--- config.mk ---
export PLATFORM = sky130hd
export DESIGN_NAME = vga_timing_gen
export DESIGN_NICKNAME = d
export VERILOG_FILES = /design/src/rtl/vga_timing_gen.sv
export SDC_FILE = /design/constraint.sdc
export NUM_CORES = 1
export LEC_CHECK = 0
export CORE_MARGIN = 2
export CORE_UTILIZATION = 50
export DETAILED_ROUTE_END_ITERATION = 10
export PLACE_DENSITY = 0.76
export SYNTH_ARGS = -nofsm -noshare
export SYNTH_HDL_FRONTEND = slang
export SYNTH_SLANG_ARGS = --single-unit
--- constraint.sdc ---
create_clock -name vga_clk -period 3.4 [get_ports vga_clk]
set_input_delay 0.68 -clock vga_clk [delete_from_list [all_inputs] [get_ports vga_clk]]
set_output_delay 0.68 -clock vga_clk [all_outputs]
set_load 0.02 [all_outputs]
--- src/rtl/vga_timing_gen.sv ---
// vga_timing_gen: raster timing for the VGA pixel clock domain.
// Produces scan coordinates, display enable, latency-matched syncs,
// a per-frame pulse and a frame counter.
module vga_timing_gen #(
  parameter int unsigned H_VISIBLE     = 640,
  parameter int unsigned H_FRONT       = 16,
  parameter int unsigned H_SYNC        = 96,
  parameter int unsigned H_BACK        = 48,
  parameter int unsigned V_VISIBLE     = 480,
  parameter int unsigned V_FRONT       = 10,
  parameter int unsigned V_SYNC        = 2,
  parameter int unsigned V_BACK        = 33,
  parameter int unsigned PIXEL_LATENCY = 2
) (
  input  logic        vga_clk,
  input  logic        reset_n,
  output logic [9:0]  DrawX,
  output logic [9:0]  DrawY,
  output logic        blank,
  output logic        blank_d,
  output logic        hs,
  output logic        vs,
  output logic        frame_start,
  output logic [15:0] frame_count
);

  localparam int unsigned H_TOTAL = H_VISIBLE + H_FRONT + H_SYNC + H_BACK;
  localparam int unsigned V_TOTAL = V_VISIBLE + V_FRONT + V_SYNC + V_BACK;

  localparam logic [9:0]  H_LAST  = 10'(H_TOTAL - 1);
  localparam logic [9:0]  V_LAST  = 10'(V_TOTAL - 1);

  // Decode bounds kept 11 bits wide so a sync ending exactly at 1024 still compares correctly
  localparam logic [10:0] H_VIS   = 11'(H_VISIBLE);
  localparam logic [10:0] HS_BEG  = 11'(H_VISIBLE + H_FRONT);
  localparam logic [10:0] HS_END  = 11'(H_VISIBLE + H_FRONT + H_SYNC);
  localparam logic [10:0] V_VIS   = 11'(V_VISIBLE);
  localparam logic [10:0] VS_BEG  = 11'(V_VISIBLE + V_FRONT);
  localparam logic [10:0] VS_END  = 11'(V_VISIBLE + V_FRONT + V_SYNC);

  logic [9:0]  h_q, h_d;
  logic [9:0]  v_q, v_d;
  logic [15:0] frame_cnt_q, frame_cnt_d;

  logic [10:0] h_ext, v_ext;
  logic        hs_raw, vs_raw;
  logic [2:0]  raw_bits;

  // Next-state for the raster counters and the completed-frame count
  always_comb begin
    h_d         = h_q + 10'd1;
    v_d         = v_q;
    frame_cnt_d = frame_cnt_q;
    if (h_q == H_LAST) begin
      h_d = '0;
      if (v_q == V_LAST) begin
        v_d         = '0;
        frame_cnt_d = frame_cnt_q + 16'd1;
      end else begin
        v_d = v_q + 10'd1;
      end
    end
  end

  // Counter registers; reset returns scanning to (0,0) with no frame credit
  always_ff @(posedge vga_clk or negedge reset_n) begin
    if (!reset_n) begin
      h_q         <= '0;
      v_q         <= '0;
      frame_cnt_q <= '0;
    end else begin
      h_q         <= h_d;
      v_q         <= v_d;
      frame_cnt_q <= frame_cnt_d;
    end
  end

  assign h_ext    = {1'b0, h_q};
  assign v_ext    = {1'b0, v_q};

  assign blank    = (h_ext < H_VIS) && (v_ext < V_VIS);
  assign hs_raw   = !((h_ext >= HS_BEG) && (h_ext < HS_END));
  assign vs_raw   = !((v_ext >= VS_BEG) && (v_ext < VS_END));
  assign raw_bits = {hs_raw, vs_raw, blank};

  assign DrawX       = h_q;
  assign DrawY       = v_q;
  assign frame_count = frame_cnt_q;
  assign frame_start = (h_q == '0) && (v_q == '0) && reset_n;

  generate
    if (PIXEL_LATENCY == 0) begin : g_no_delay
      assign {hs, vs, blank_d} = raw_bits;
    end else begin : g_delay
      // Stage k occupies bits [3k+2:3k]; each stage is {hs, vs, blank}
      logic [3*PIXEL_LATENCY-1:0] pipe_q;
      logic [3*PIXEL_LATENCY+2:0] pipe_cat;

      assign pipe_cat = {pipe_q, raw_bits};

      // Sync/enable delay line; idle state is syncs inactive, display off
      always_ff @(posedge vga_clk or negedge reset_n) begin
        if (!reset_n) begin
          pipe_q <= {PIXEL_LATENCY{3'b110}};
        end else begin
          pipe_q <= pipe_cat[3*PIXEL_LATENCY-1:0];
        end
      end

      assign {hs, vs, blank_d} = pipe_q[3*PIXEL_LATENCY-1 -: 3];
    end
  endgenerate

endmodule

=== Yosys cells after proc, flatten, opt, wreduce, memory -nomap -nowiden ===
Cells that the tools add are included.

* Reduce and logical (&&, ||, !) cells: 10
* Add/sub/neg operators: 3
* Equality and inequality tests: 2
* Mux-type cells: 2
* $lt $le $gt $ge: 6

{| class="wikitable"
|+ Operator list
! cell !! count
|-
| $add 10x1->10 const B || 2
|-
| $eq 10x10->1 const B || 2
|-
| $logic_not 10->1 || 2
|-
| $lt 10x10->1 const B || 2
|-
| $lt 10x9->1 const B || 2
|-
| $mux 10 || 2
|-
| $add 16x1->16 const B || 1
|-
| $ge 10x10->1 const B || 1
|-
| $ge 10x9->1 const B || 1
|-
| $logic_and 1x1->1 || 5
|-
| $logic_not 1->1 || 2
|-
| $reduce_and 2->1 || 1
|}

* Input bits: 2
* Word-level logic and storage cells: 27
* Register bits: 42
* Output and inout port bits: 41

=== Logic depth before layout (Yosys ltp) ===
Gate-level depths: netlist (run 1).

* Depth after elaboration: 3
* Mapped depth: 7
* Depth with buffers taken out: 6

=== Worst setup path before layout (run 1) ===
No wires, ideal clock.

* Path type: register -> output
* Start: register v_q[0], in the netlist DrawY[0]
* End: output frame_start
* Cell stages (with the launch flop): 6
* Slack: 959 ps
* Arrival: 1761 ps
* Data required time: 2720 ps
* Path buffers: 0
* Path through: dfrtp_1 inv_1 ha_1 nor4b_4 nand4_1 nor4_1

* Word-level cells in the longest chain between the ends: 3

{| class="wikitable"
|+ RTL lines
! element !! RTL line !! text
|-
| from (decl) || 42 || <nowiki>logic [9:0] v_q, v_d;</nowiki>
|-
| from (signal assigned) || 73 || <nowiki>v_q <= v_d;</nowiki>
|-
| $logic_not 10->1 || 89 || <nowiki>assign frame_start = (h_q == '0) && (v_q == '0) && reset_n;</nowiki>
|-
| $logic_and 1x1->1 (2 in series) || 89 ||
|-
| to (decl) || 23 || <nowiki>output logic frame_start,</nowiki>
|}

Every way passes these cells.

=== Worst setup path in the final report (run 1) ===
Same ends and word-level chain as after synthesis.

==> summary.txt, run 1 <==
status = completed
final wirelength = 4360 um
first-pass GRT wire length = 7270 um
Design Area, Final = 2580 um^2
post-placement cell area = 2490 um^2
fin crit period = 3020 ps
Num Clock Sinks = 42
Lkg Pwr = 1.13 nW
Die Span Y = 67.9 um
Nets = 234
critical path required time = 2720 ps
GRT overflow = 0
Port Buffers = 42
Slew HR = 65.6%
CORE AREA = 3970 um^2
vias in the first global route = 1460
Post-Syn Area = 2040 um^2
Detailed Place HPWL = 3190 um
endpoints failing hold = 0
CTS Hold Bufs = 0
syn_area_per_cell = 11.1 um^2
Area Overhead vs Synth = 26.6%
min-delay src = g_delay.pipe_q[2]
synth unique cells = 35
die width = 67.9 um
Synth Register Bits = 42
unrepaired setup endpoints after global routing = false
Fill cells = 327
TNS Setup = 0 ps
TritonCTS buffer count = 5
CTS tree = done
sequential area share after synthesis = 51.8%
Initial DRC Count = 179
HP Class = reg2reg
fmax = 332 MHz
Pwr Total = 0.836 mW
EDFF count, synth = 0
setup bufs post-CTS = 0
vias = 1565
max_cap viols = 0
antenna diode count = 0
crit start category = register
routability cong. = 0.905
share of layout cells above drive strength 1 = 8.77%
pwr dens = 324 nW/um^2
Overall Global Routing Usage = 21.4%
die area = 4610 um^2
Worst Tran Pin Value = 516 ps
critical path arrival = 2340 ps
Syn. warnings = 0
clock root cell = clkbuf_8
Routed Antenna Nets = 0
RR Startpoint = DrawX[5]
# DRC = 0
IO Pins = 43
Mapped Cells = 183
Resized cells post-CTS = 0
placed cells = 270
endpoint class of the critical path = primary output
initial antenna violation count = 0
H-tree Lvls = 2
critical path class = reg2out
WL/cell = 15.7 um
Final Max Slew Viols = 0
critical path launch point = DrawY[0]
Starting Density = 51.4%
row cnt = 23
final period utilization = 88.7%
largest net degree at the start of global routing = 43
Worst-Skew Late Latency = 290 ps
clk buf depth = 2
Non-Filler Instances = 278
CTS clk-pin slew, worst paths = 80 ps
Mapped Nets = 190
final setup fails = 0
Clock Skew = 6.50 ps
first-pass iteration count of the detailed router = 4
drt via density = 5.63
CP Max Fanout = 5
commonest non-fill, non-tap cell in the layout = clkdlybuf4s50_1
prevailing post-synth register cell = dfrtp_1
maximum vdd drop = 330 uV
ys async rst share = 100%
most frequent cells in the layout = clkdlybuf4s50_1 (41), dfrtp_1 (38), xnor2_1 (14)
-- cells by family (layout without fill, tap and decap cells) --
logic type,count (synthesis),after routing,synth area share (%)
and+or+nand+nor,81,81,25.0
DFF,42,42,51.8
xor gates and xnor gates,26,26,11.2
AOI/OAI and AO/OA,14,14,4.54
buffers and inverters,12,57,2.76
adders and majority gates,5,5,3.07
muxes,3,3,1.66
-- routing by layer --
layer  wire length, um  vias to the layer above  track usage [%]  share of wire, %
met5                 0                        -                0                 0
met4                42                        0             5.25              0.96
met3               207                        4             4.93               4.8
met2              2090                       43             33.8                48
met1              2010                      774             30.3                46
li1                  -                      744                -                 -
-- path summary, 6_finish.rpt --
check	to	slack [ps]	cells past startpoint
max	frame_start	380	6
min	g_delay.pipe_q[5]	360	0
max reg2reg	frame_count[14]	1190	4
min reg2reg	g_delay.pipe_q[5]	360	0
max in group asynchronous	DrawX[6]	2570	2
min in group asynchronous	DrawX[7]	470	2
-- worst max-delay path: stages, from the launching register on --
cell and delay (ps):
dfrtp_1 420, inv_1 100, ha_1 150, nor4b_4 290, nand4_1 160, nor4_1 260
clkdlybuf4s50_1 660
-- state kept, by name, indices dropped and copies added, names as in the netlist --
register,flops
frame_count,16
DrawY,10
DrawX,10
g_delay.pipe_q,6
-- synth_stat cells (4+ instances only) --
master,count,share of area [%]
ha_1,5,3.1
xnor2_1,14,6.0
dfrtp_1,38,47
nor2_1,7,1.3
xor2_1,12,5.2
and4_1,5,2.1
dfstp_2,4,5.2
and2_1,7,2.1
nor4_1,7,2.1
and3_1,6,1.8
nor3_1,7,1.7
nand2_1,9,1.7
inv_1,6,1.1
nand3_1,12,2.9
nand4_1,10,3.1
o21ai_0,5,1.2
-- final cells by class --
type | instances | area, um^2 | share of cell area, %
timing repair buffer | 43 | 423 | 16.4
clock inverter | 1 | 5.00 | 0.194
tap | 50 | 62.6 | 2.42
sequential | 42 | 1060 | 40.9
inverter | 6 | 22.5 | 0.872
clock buffer | 7 | 86.3 | 3.34
multi-input combinational | 129 | 927 | 35.9
-- stage by stage --
stage | hold WS [ps] | setup slack [ps] | utilization, %
floorplan | 331 | 959 | -
global placement | 337 | 774 | 62.7
detailed placement | 347 | 689 | 62.7
CTS | 357 | 369 | 65.0
global route | 366 | 211 | 65.0
finish | 357 | 384 | 65.0
-- report_power, final --
group	total [mW]	internal, mW	switching [mW]
Sequential	0.499	0.499	0
Clock	0.326	0.164	0.163
Combinational	0.0106	0.00117	0.00944
Total	0.836	0.664	0.172
Note: power is estimated with default switching activity, not from simulation.
==> run 2: changes to the inputs <==
--- a/config.mk
+++ b/config.mk
@@ -5,10 +5,12 @@
 export SDC_FILE = /design/constraint.sdc
 export NUM_CORES = 1
 export LEC_CHECK = 0
+export ABC_AREA = 1
 export CORE_MARGIN = 2
-export CORE_UTILIZATION = 50
+export CORE_UTILIZATION = 56
 export DETAILED_ROUTE_END_ITERATION = 10
-export PLACE_DENSITY = 0.76
+export PLACE_DENSITY = 0.82
+export REMOVE_ABC_BUFFERS = 1
 export SYNTH_ARGS = -nofsm -noshare
 export SYNTH_HDL_FRONTEND = slang
 export SYNTH_SLANG_ARGS = --single-unit
==> summary.txt, run 2 <==
status = completed (unchanged)
Worst-Skew Late Latency = 300 ps (was 290 ps)
first-pass iteration count of the detailed router = 4 (unchanged)
CTS clk-pin slew, worst paths = 80 ps (about the same)
syn_area_per_cell = 7.75 um^2 (was 11.1 um^2)
fin crit period = 2700 ps (was 3020 ps)
area share of the largest cell type after synthesis = 40.4% (was 46.6%)
CP Max Fanout = 4 (was 5)
Area Overhead vs Synth = 23.8% (was 26.6%)
Initial DRC Count = 154 (was 179)
RR Startpoint = DrawX[1] (was DrawX[5])
die area = 4740 um^2 (was 4610 um^2)
IO Pins = 43 (unchanged)
maximum vdd drop = 235 uV (was 330 uV)
TritonCTS buffer count = 5 (unchanged)
prevailing post-synth register cell = dfrtp_1 (unchanged)
routability cong. = 0.889 (was 0.905)
crit start category = register (unchanged)
final setup fails = 0 (unchanged)
GRT overflow = 0 (unchanged)
vias in the first global route = 1876 (was 1460)
Lkg Pwr = 1.39 nW (was 1.13 nW)
antenna diode count = 0 (unchanged)
Clock Skew = 9.36 ps (was 6.50 ps)
Die Span Y = 68.9 um (was 67.9 um)
largest net degree at the start of global routing = 43 (unchanged)
critical path launch point = DrawY[0] (unchanged)
Final Max Slew Viols = 0 (unchanged)
largest cells by area after synthesis = dfrtp_1 (40%), nand2_1 (16%), nor2_1 (5.6%) (was dfrtp_1 (47%), xnor2_1 (6.0%), dfstp_2 (5.2%))
reg-to-reg setup timing slack = 1590 ps (was 1190 ps)
share of layout cells above drive strength 1 = 8.86% (was 8.77%)
Synth area leader = dfrtp_1 (unchanged)
TNS Setup = 0 ps (unchanged)
Post-Syn Area = 2360 um^2 (was 2040 um^2)
most frequent cells in the layout = nand2_1 (103), clkdlybuf4s50_1 (41), dfrtp_1 (38) (was clkdlybuf4s50_1 (41), dfrtp_1 (38), xnor2_1 (14))
Num Clock Sinks = 42 (unchanged)
R2R depth = 8 (was 4)
Port Buffers = 42 (unchanged)
clk buf depth = 2 (unchanged)
Routed Antenna Nets = 0 (unchanged)
Detailed Place HPWL = 3380 um (was 3190 um)
HP Class = reg2reg (unchanged)
initial antenna violation count = 0 (unchanged)
crit path capture = frame_start (unchanged)
unrepaired setup endpoints after global routing = false (unchanged)
synth unique cells = 29 (was 35)
max_cap viols = 0 (unchanged)
WL/cell = 11.8 um (was 15.7 um)
most frequent cell after synthesis = nand2_1 (was dfrtp_1)
Nets = 356 (was 234)
endpoint class of the critical path = primary output (unchanged)
Pwr Total = 0.914 mW (was 0.836 mW)
critical path arrival = 2020 ps (was 2340 ps)
CORE AREA = 4030 um^2 (was 3970 um^2)
top cells by count, synth = nand2_1 (103), dfrtp_1 (38), nor2_1 (35) (was dfrtp_1 (38), xnor2_1 (14), nand3_1 (12), xor2_1 (12), nand4_1 (10))
ys async rst share = 100% (unchanged)
Worst Tran Pin Value = 525 ps (was 516 ps)
clock root cell = clkbuf_8 (unchanged)
fmax = 371 MHz (was 332 MHz)
first-pass GRT wire length = 8070 um (was 7270 um)
commonest non-fill, non-tap cell in the layout = nand2_1 (was clkdlybuf4s50_1)
vias = 2046 (was 1565)
CTS tree = done (unchanged)
critical path required time = 2720 ps (about the same)
setup bufs post-CTS = 0 (unchanged)
register area = 1060 um^2 (unchanged)
final wirelength = 4730 um (was 4360 um)
Fill cells = 329 (was 327)
Overall Global Routing Usage = 22.8% (was 21.4%)
Largest register FFs = 16 (unchanged)
die width = 68.9 um (was 67.9 um)
Syn. warnings = 0 (unchanged)
r2r endpoint = frame_count[11] (was frame_count[14])
endpoints failing hold = 0 (unchanged)
area occupied by multi-input gates = 1120 um^2 (was 927 um^2)
pwr dens = 313 nW/um^2 (was 324 nW/um^2)
Resized cells post-CTS = 0 (unchanged)
row cnt = 23 (unchanged)
# DRC = 0 (unchanged)
Synth Register Bits = 42 (unchanged)
drt via density = 5.12 (was 5.63)
sequential area share after synthesis = 44.8% (was 51.8%)
Slew HR = 65.0% (was 65.6%)
H-tree Lvls = 2 (unchanged)
final period utilization = 79.4% (was 88.7%)
CTS Hold Bufs = 0 (unchanged)
Starting Density = 58.5% (was 51.4%)
EDFF count, synth = 0 (unchanged)
Mapped Cells = 304 (was 183)
critical path class = reg2out (unchanged)
==> run 2: cell types whose count changed in the layout (fill, tap and decap cells not counted), moves of 6 or more <==
cell     delta
nand3_1     +9
xnor2_1    -10
and3_1      -6
nand2_1    +94
and2_1      -7
inv_1      +26
nor2_1     +28
nor4_1      -7
==> run 2: through the flow <==
step                instance area, um^2  util (%)  setup slack [ps]  cells  hold WS [ps]
floorplan                          2320         -              1270    299           331
global placement                   2800      69.5               923    392           333
detailed placement                 2800      69.5               909    392           336
CTS                                2920      72.4               681    400           354
global route                       2920      72.4               555    400           366
finish                             2920      72.4               702    400           352
==> run 2: metal layers <==
layer | track usage [%] | vias to the layer above | routed length (um)
met1 | 30.2 | 948 | 2180
met2 | 36.3 | 54 | 2210
met4 | 10.3 | 0 | 95
met3 | 4.22 | 9 | 243
li1 | - | 1035 | -
met5 | 0 | - | 0
==> run 2: report_power, final <==
group / switching (mW) / leakage (nW) / internal [mW]
registers: 0 / 0.548 / 0.499
clock network: 0.165 / 0.0585 / 0.239
logic: 0.00951 / 0.779 / 0.00117
total: 0.174 / 1.39 / 0.740
==> run 2: critical path, stage by stage (launching register included) <==
cell             delay (ps)
dfrtp_1                 400
inv_1                   120
ha_1                    170
nand2_1                  80
nor3_1                  120
nor3b_1                 200
clkdlybuf4s50_1         630
==> run 2: cells by family after synthesis <==
family                   after synthesis  synth area share (%)
AND/OR/NAND/NOR                      185                  35.2
flip-flops                            42                  44.8
XOR/XNOR                              16                  6.27
AO/OA/AOI/OAI                         15                  3.66
buffers and inverters                 41                  7.44
adder cells (fa/ha/maj)                5                  2.66
==> run 2: cell type report <==
cell class                      instances  area share [%]
Multi-Input combinational cell        221            38.6
Tap cell                               50            2.14
Sequential cell                        42            36.2
Clock buffer                            7            2.96
Timing Repair Buffer                   43            14.5
Clock inverter                          1            1.03
Inverter                               36            4.63
==> run 2: how the worst min path moves through the flow <==
stage / from / end / slack, ps / depth (start not counted)
after detailed placement: g_delay.pipe_q[0] / g_delay.pipe_q[3] / 340 / 0
final: g_delay.pipe_q[0] / g_delay.pipe_q[3] / 350 / 0
after floorplan: g_delay.pipe_q[0] / g_delay.pipe_q[3] / 330 / 0
after CTS: g_delay.pipe_q[0] / g_delay.pipe_q[3] / 350 / 0
after global placement: g_delay.pipe_q[0] / g_delay.pipe_q[3] / 330 / 0
after global routing: g_delay.pipe_q[2] / g_delay.pipe_q[5] / 370 / 0
